<file path="src/rtl/pipe_ctrl_pkg.sv">
// Shared types for the MIPS pipeline sequencer: FSM state encoding and
// the per-cycle stage strobe bundle with its canned values.
package pipe_ctrl_pkg;

  typedef enum logic [1:0] {
    ST_RUN      = 2'd0,
    ST_LU_STALL = 2'd1,
    ST_MEM_WAIT = 2'd2,
    ST_ERR      = 2'd3
  } state_t;

  typedef struct packed {
    logic pc_en;
    logic ifid_en;
    logic ifid_flush;
    logic idex_en;
    logic idex_flush;
    logic exmem_en;
    logic memwb_en;
  } strobe_t;

  // Field order: pc_en, ifid_en, ifid_flush, idex_en, idex_flush, exmem_en, memwb_en
  localparam strobe_t STB_NORM  = 7'b1101011;
  localparam strobe_t STB_HOLD  = 7'b0000000;
  localparam strobe_t STB_STALL = 7'b0001111;
  localparam strobe_t STB_BR    = 7'b1111111;
  localparam strobe_t STB_JMP   = 7'b1111011;

endpackage

</file>
<file path="src/rtl/pipe_ctrl_if.sv">
// Bundle between the pipeline datapath (master) and the sequencer (slave).
// Strobes are level signals valid in the same cycle as the hazard inputs that
// produced them; there is no valid/ready exchange, every cycle is a transfer.
interface pipe_ctrl_if #(
  parameter int CNT_W = 32
);
  logic [4:0]       ifid_rs;
  logic [4:0]       ifid_rt;
  logic             ifid_uses_rt;
  logic [4:0]       idex_rt;
  logic             idex_mem_read;
  logic             ex_br_taken;
  logic             id_jump;
  logic             mem_busy;
  logic             pc_en;
  logic             ifid_en;
  logic             ifid_flush;
  logic             idex_en;
  logic             idex_flush;
  logic             exmem_en;
  logic             memwb_en;
  logic             err;
  logic [1:0]       state;
  logic [CNT_W-1:0] stall_cnt;
  logic [CNT_W-1:0] flush_cnt;

  modport master (
    output ifid_rs, ifid_rt, ifid_uses_rt, idex_rt, idex_mem_read,
           ex_br_taken, id_jump, mem_busy,
    input  pc_en, ifid_en, ifid_flush, idex_en, idex_flush, exmem_en,
           memwb_en, err, state, stall_cnt, flush_cnt
  );

  modport slave (
    input  ifid_rs, ifid_rt, ifid_uses_rt, idex_rt, idex_mem_read,
           ex_br_taken, id_jump, mem_busy,
    output pc_en, ifid_en, ifid_flush, idex_en, idex_flush, exmem_en,
           memwb_en, err, state, stall_cnt, flush_cnt
  );
endinterface

</file>
<file path="src/rtl/pipe_ctrl_hazard_detect.sv">
// Load-use hazard compare: a load in EX writing a register the ID
// instruction reads. Register 0 never carries a dependency.
module pipe_ctrl_hazard_detect (
  input  logic [4:0] ifid_rs,
  input  logic [4:0] ifid_rt,
  input  logic       ifid_uses_rt,
  input  logic [4:0] idex_rt,
  input  logic       idex_mem_read,
  output logic       lu_haz
);
  assign lu_haz = idex_mem_read && (idex_rt != 5'd0) &&
                  ((idex_rt == ifid_rs) || (ifid_uses_rt && (idex_rt == ifid_rt)));
endmodule

</file>
<file path="src/rtl/pipe_ctrl.sv">
// Five-stage pipeline sequencer: stage enables and flush strobes for load-use
// stalls, branches, jumps and memory waits, plus timeout and perf counters.
module pipe_ctrl
  import pipe_ctrl_pkg::*;
#(
  parameter int LU_STALL_CYCLES = 1,
  parameter int MEM_TIMEOUT     = 64,
  parameter int CNT_W           = 32
) (
  input  logic       clk,
  input  logic       rst,
  pipe_ctrl_if.slave bus
);

  localparam int LU_W   = (LU_STALL_CYCLES > 1) ? $clog2(LU_STALL_CYCLES + 1) : 1;
  localparam int WAIT_W = $clog2(MEM_TIMEOUT + 1);
  localparam logic [LU_W-1:0]   LU_INIT   = LU_W'(LU_STALL_CYCLES - 1);
  localparam logic [WAIT_W-1:0] WAIT_LAST = WAIT_W'(MEM_TIMEOUT - 1);

  state_t            state_q, state_d, eff_state;
  logic [LU_W-1:0]   lu_q, lu_d;
  logic [WAIT_W-1:0] wait_q, wait_d;
  logic [CNT_W-1:0]  stall_q, flush_q;
  strobe_t           stb;
  logic              lu_haz;
  logic              stall_inc, flush_inc;

  pipe_ctrl_hazard_detect u_hazard (
    .ifid_rs       (bus.ifid_rs),
    .ifid_rt       (bus.ifid_rt),
    .ifid_uses_rt  (bus.ifid_uses_rt),
    .idex_rt       (bus.idex_rt),
    .idex_mem_read (bus.idex_mem_read),
    .lu_haz        (lu_haz)
  );

  always_comb begin
    stb       = STB_NORM;
    state_d   = state_q;
    lu_d      = lu_q;
    wait_d    = wait_q;
    eff_state = state_q;
    if (state_q == ST_ERR) begin
      stb = STB_HOLD;
    end else if (bus.mem_busy) begin
      stb     = STB_HOLD;
      wait_d  = wait_q + 1'b1;
      state_d = (wait_q == WAIT_LAST) ? ST_ERR : ST_MEM_WAIT;
    end else begin
      wait_d = '0;
      // Leaving MEM_WAIT resumes a frozen stall and is arbitrated this same cycle.
      if (state_q == ST_MEM_WAIT) begin
        eff_state = (lu_q != '0) ? ST_LU_STALL : ST_RUN;
      end
      if (bus.ex_br_taken) begin
        stb     = STB_BR;
        lu_d    = '0;
        state_d = ST_RUN;
      end else if (lu_haz || (eff_state == ST_LU_STALL)) begin
        stb = STB_STALL;
        if (eff_state == ST_LU_STALL) begin
          lu_d    = lu_q - 1'b1;
          state_d = (lu_q == LU_W'(1)) ? ST_RUN : ST_LU_STALL;
        end else begin
          lu_d    = LU_INIT;
          state_d = (LU_INIT != '0) ? ST_LU_STALL : ST_RUN;
        end
      end else if (bus.id_jump) begin
        stb     = STB_JMP;
        state_d = ST_RUN;
      end else begin
        state_d = ST_RUN;
      end
    end
    // Reset lets every stage load freely so the pipe fills with reset values.
    if (rst) begin
      stb = STB_NORM;
    end
  end

  assign stall_inc = !stb.pc_en && (state_q != ST_ERR);
  assign flush_inc = stb.ifid_flush;

  always_ff @(posedge clk) begin
    if (rst) begin
      state_q <= ST_RUN;
      lu_q    <= '0;
      wait_q  <= '0;
      stall_q <= '0;
      flush_q <= '0;
    end else begin
      state_q <= state_d;
      lu_q    <= lu_d;
      wait_q  <= wait_d;
      if (stall_inc && (stall_q != {CNT_W{1'b1}})) stall_q <= stall_q + 1'b1;
      if (flush_inc && (flush_q != {CNT_W{1'b1}})) flush_q <= flush_q + 1'b1;
    end
  end

  assign bus.pc_en      = stb.pc_en;
  assign bus.ifid_en    = stb.ifid_en;
  assign bus.ifid_flush = stb.ifid_flush;
  assign bus.idex_en    = stb.idex_en;
  assign bus.idex_flush = stb.idex_flush;
  assign bus.exmem_en   = stb.exmem_en;
  assign bus.memwb_en   = stb.memwb_en;
  assign bus.err        = (state_q == ST_ERR) && !rst;
  assign bus.state      = state_q;
  assign bus.stall_cnt  = stall_q;
  assign bus.flush_cnt  = flush_q;

endmodule

</file>
<file path="src/flat_wrapper.sv">
// flat-port wrapper written by rule: the top's interface ports become plain ports
module pipe_ctrl_flat import pipe_ctrl_pkg::*;
#(
  parameter int LU_STALL_CYCLES = 1,
  parameter int MEM_TIMEOUT     = 64,
  parameter int CNT_W           = 32
)
  (clk, rst, bus_ifid_rs, bus_ifid_rt, bus_ifid_uses_rt, bus_idex_rt, bus_idex_mem_read, bus_ex_br_taken, bus_id_jump, bus_mem_busy, bus_pc_en, bus_ifid_en, bus_ifid_flush, bus_idex_en, bus_idex_flush, bus_exmem_en, bus_memwb_en, bus_err, bus_state, bus_stall_cnt, bus_flush_cnt);
  pipe_ctrl_if #(.CNT_W(CNT_W)) bus_i ();
  input  logic clk;
  input  logic rst;
  input wire logic [$bits(bus_i.ifid_rs)-1:0] bus_ifid_rs;
  input wire logic [$bits(bus_i.ifid_rt)-1:0] bus_ifid_rt;
  input wire logic [$bits(bus_i.ifid_uses_rt)-1:0] bus_ifid_uses_rt;
  input wire logic [$bits(bus_i.idex_rt)-1:0] bus_idex_rt;
  input wire logic [$bits(bus_i.idex_mem_read)-1:0] bus_idex_mem_read;
  input wire logic [$bits(bus_i.ex_br_taken)-1:0] bus_ex_br_taken;
  input wire logic [$bits(bus_i.id_jump)-1:0] bus_id_jump;
  input wire logic [$bits(bus_i.mem_busy)-1:0] bus_mem_busy;
  output wire logic [$bits(bus_i.pc_en)-1:0] bus_pc_en;
  output wire logic [$bits(bus_i.ifid_en)-1:0] bus_ifid_en;
  output wire logic [$bits(bus_i.ifid_flush)-1:0] bus_ifid_flush;
  output wire logic [$bits(bus_i.idex_en)-1:0] bus_idex_en;
  output wire logic [$bits(bus_i.idex_flush)-1:0] bus_idex_flush;
  output wire logic [$bits(bus_i.exmem_en)-1:0] bus_exmem_en;
  output wire logic [$bits(bus_i.memwb_en)-1:0] bus_memwb_en;
  output wire logic [$bits(bus_i.err)-1:0] bus_err;
  output wire logic [$bits(bus_i.state)-1:0] bus_state;
  output wire logic [$bits(bus_i.stall_cnt)-1:0] bus_stall_cnt;
  output wire logic [$bits(bus_i.flush_cnt)-1:0] bus_flush_cnt;
  assign bus_i.ifid_rs = bus_ifid_rs;
  assign bus_i.ifid_rt = bus_ifid_rt;
  assign bus_i.ifid_uses_rt = bus_ifid_uses_rt;
  assign bus_i.idex_rt = bus_idex_rt;
  assign bus_i.idex_mem_read = bus_idex_mem_read;
  assign bus_i.ex_br_taken = bus_ex_br_taken;
  assign bus_i.id_jump = bus_id_jump;
  assign bus_i.mem_busy = bus_mem_busy;
  assign bus_pc_en = bus_i.pc_en;
  assign bus_ifid_en = bus_i.ifid_en;
  assign bus_ifid_flush = bus_i.ifid_flush;
  assign bus_idex_en = bus_i.idex_en;
  assign bus_idex_flush = bus_i.idex_flush;
  assign bus_exmem_en = bus_i.exmem_en;
  assign bus_memwb_en = bus_i.memwb_en;
  assign bus_err = bus_i.err;
  assign bus_state = bus_i.state;
  assign bus_stall_cnt = bus_i.stall_cnt;
  assign bus_flush_cnt = bus_i.flush_cnt;
  pipe_ctrl #(.LU_STALL_CYCLES(LU_STALL_CYCLES), .MEM_TIMEOUT(MEM_TIMEOUT), .CNT_W(CNT_W)) u_core (.clk(clk), .rst(rst), .bus(bus_i));
endmodule
</file>
<file path="config.mk">
export PLATFORM = sky130hd
export DESIGN_NAME = pipe_ctrl_flat
export DESIGN_NICKNAME = d
export VERILOG_FILES = /design/src/rtl/pipe_ctrl_pkg.sv /design/src/rtl/pipe_ctrl_if.sv /design/src/rtl/pipe_ctrl_hazard_detect.sv /design/src/rtl/pipe_ctrl.sv /design/src/flat_wrapper.sv
export SDC_FILE = /design/constraint.sdc
export NUM_CORES = 1
export LEC_CHECK = 0
export ABC_CLOCK_PERIOD_IN_PS = 7100
export CORE_MARGIN = 5
export CORE_UTILIZATION = 35
export CTS_CLUSTER_DIAMETER = 150
export DETAILED_ROUTE_END_ITERATION = 8
export GPL_TIMING_DRIVEN = 0
export PLACE_DENSITY_LB_ADDON = 0.15
export SKIP_CTS_REPAIR_TIMING = 1
export SLEW_MARGIN = 40
export SYNTH_ARGS = -nofsm -noshare
export SYNTH_HDL_FRONTEND = slang
export SYNTH_HIERARCHICAL = 1
export SYNTH_SLANG_ARGS = --single-unit
</file>
<file path="constraint.sdc">
create_clock -name clk -period 7.1 [get_ports clk]
set_input_delay 1.42 -clock clk [delete_from_list [all_inputs] [get_ports clk]]
set_output_delay 1.42 -clock clk [all_outputs]
set_load 0.05 [all_outputs]
</file>
==> results.md <==
* TritonCTS clock tree: yes
* Synth top area share at around 36%
* Area leader, netlist: dfxtp_1
* Cts bufs inserted at 9
* Drt total wl at 12360 um
* Crit-path slowest cell: clkdlybuf4s50_1
* Synth Net Count at 513
* PwrDens at 175.2 nW/um^2
* Via/cell ratio at 5.748
* Yosys warning total at 6
* Detailed Route Iter0 Violations at around 300
* Worst-path clk slew at ~0.050 ns
* Layout fillers at approximately 1100
* Root buffer cell: clkbuf_16
* Pwr Total at 0.9685 mW
* Chip width at between 100 and 150 um
* Die Ht at 118.0 um
* Register bit count reported by yosys at 74
* All-Layer GR Usage at 17.47%
* Post-DP HPWL at a little under 9000 um
* Synth Instances at between 400 and 500
* Clock sink count at 74
* Full die area at around 14000 sq um
* Remaining Overflow, GRT at 0
* RSZ-0062 raised after global routing: false
* Final Setup Violations at 0
* Vias in the first global route at a little over 4000
* Setup_tns at 0 ns
* CP arrival at around 4.4 ns
* Worst Hold Depth at 2
* Max-Cap Viols at 0
* Max_slew headroom at a little over half
* Clk_lat worst skew at 0.34 ns
* Status: finished, final reports clean
* Largest net degree at the start of global routing at 13
* Initial antenna violation count at 0
* N_diodes at 0
* Synth cell types at 53
* Sequential share of the synthesized area at 36.27%
* EDFF count, synth at 0
* Final Skew at about 0.01 ns
* WP buf/inv at 3
* Critical Path Max Stage Delay at 0.83 ns
* H-tree lvl count at 3
* Max frequency at around 170 MHz
* Layout Cells excl Fill at 742
* Static leakage at approximately 1.8 nW
* Port-buffer cells at between 90 and 100
* Top cells by area, synth: dfxtp_1 36%, a21oi_1 6.5%, or4_1 6.3%
* Hold WC Path Type: flop to flop
* Gpl congestion at between 0.8 and 0.9
* Clock Path Buffers at 2
* Core box area at between 10000 and 15000 sq um
* CP Launch Type: primary input
* Worst VDD drop at about 0.12 mV
* I/O pin count at 96
* Minimum clock period at between 5 and 6 ns
* Placed Cells at 726
* Initial Utilization at 35.77%
* Layout Nets at 619
* Mean post-synth cell area at ~8.4 sq um
* Crit path top cell by count: clkdlybuf4s50_1
* Final ANT Viol Nets at 0
* DRC errors left at 0
* Main synth FF type: dfxtp_1
* Share of cells above drive strength 1 at approximately 7.2%
* Kind of critical path: primary input to output pin
* Final Hold Viols at 0
* Top cell family by delay on the critical path: buffers and inverters
* Setup crit end kind: output pin
* DR WL/cell at 16.65 um
* Worst-margin pin slew at 0.6743 ns
* R2r worst-path depth at 7
* Ys async rst share at 0%
* Via count at around 4300
* Global-route wire length before repair at ~20000 um
* Layout area overhead at 35.39%
* Fin crit share at slightly above 80%
* Syn Std Cell Area at about 4100 sq um
* Worst-path fanout max at 9
* Number of core rows at 39
* Pins Over Slew Limit at 0
* Critical path depth at 9
* Cell Chain, Critical Path: clkdlybuf4s50_1, or4_1, o21ai_1, a21oi_1, a211oi_2, a21o_1, nand2_1, inv_1, clkdlybuf4s50_1
* Drt pass-1 iters at 5
* Crit path required time at approximately 5.7 ns
==> worst paths after layout <==
kind	slack (ns)	to	startpoint
max reg2reg	4.66	u_core/bus.flush_cnt[27]	u_core/bus.state[1]
max	1.31	bus_ifid_flush	bus_idex_rt[0]
min reg2reg	0.49	u_core/wait_q[5]	u_core/wait_q[5]
min	0.49	u_core/wait_q[5]	u_core/wait_q[5]
==> registers in the layout (all words and copies together) (netlist names) <==
signal / flops
u_core/wait_q: 7
u_core/bus.flush_cnt: 32
u_core/lu_q: 1
u_core/bus.stall_cnt: 32
u_core/bus.state: 2
==> cell usage after synthesis (4+ instances only) <==
| master | count |
|---|---|
| dfxtp_1 | 74 |
| a21oi_1 | 53 |
| nand2_1 | 36 |
| or4_1 | 34 |
| o31ai_1 | 33 |
| nor2_1 | 31 |
| nand3_1 | 26 |
| clkbuf_1 | 16 |
| nand4_1 | 15 |
| inv_1 | 12 |
| and3_1 | 10 |
| or3_1 | 10 |
| xor2_1 | 10 |
| and4_1 | 9 |
| o41ai_1 | 9 |
| buf_2 | 7 |
| nor3_1 | 7 |
| o21ai_0 | 7 |
| o21ai_1 | 7 |
| xnor2_1 | 7 |
| buf_4 | 6 |
| mux2_1 | 6 |
| nor2b_1 | 6 |
| o311ai_1 | 6 |
| and2_1 | 4 |
==> report_power, final <==
part,leakage [nW],switching (mW),internal (mW)
sequential,0.597,0.00304,0.418
clock,0.159,0.178,0.300
combinational,0.997,0.0425,0.0271
total,1.75,0.224,0.745
==> layout make-up <==
class                      count  area [sq um]  area share (%)
multi-input combinational    371          2410           43.58
sequential                    74          1481           26.79
timing repair buffer          95         950.9           17.20
clock buffer                  12         266.5           4.820
tap                          143         178.9           3.236
buffer                        31         147.6           2.670
clock inverter                 4         48.80          0.8826
inverter                      12         45.04          0.8147
==> metrics by stage <==
stage	area (sq um)	setup slack, ns	utilization, %	hold slack, ns
after floorplan	4084	1.805	-	0.4587
after global placement	5214	1.338	45.66	0.4732
after detailed placement	5214	1.302	45.66	0.4867
after CTS	5529	1.291	48.42	0.4973
after global routing	5529	1.064	48.42	0.5168
final	5529	1.314	48.42	0.4919
==> tightest hold or removal path: cells and delay by family (launching register included) <==
kind	cells	cell delay, ns
AOI/OAI and AO/OA	2	0.13
DFF	1	0.31
==> cells in the final DEF, fill, tap and decap left out, types with 4 or more instances in the layout <==
cell type        count
o311ai_1             6
o31ai_1             33
clkbuf_16            9
nand4_1             15
a21oi_1             53
and4_1               9
nand2_1             36
and2_1               4
nand3_1             26
o41ai_1              9
clkdlybuf4s50_1     95
nor2_1              31
xnor2_1              7
or4_1               34
inv_1               12
mux2_1               6
and3_1              10
xor2_1              10
clkbuf_1            16
or3_1               10
dfxtp_1             74
nor2b_1              6
nor3_1               7
o21ai_0              7
o21ai_1              7
buf_2                7
buf_4                6
==> cells by family after synthesis <==
family,after synthesis,synth area share [%]
AOI/OAI and AO/OA,139,22.95
adders and majority gates,3,0.9192
and+or+nand+nor,206,29.84
buffers and inverters,43,4.718
muxes,6,1.654
DFF,74,36.27
xor gates and xnor gates,17,3.646
==> routing by layer <==
metal	vias up	GRT usage, %	share of wire (%)
met3	13	5.959	5.6
li1	2103	-	-
met2	122	27.69	47
met1	2027	22.54	46
met5	-	0	0
met4	0	5.018	1.3
Note: power is estimated with default switching activity, not from simulation.
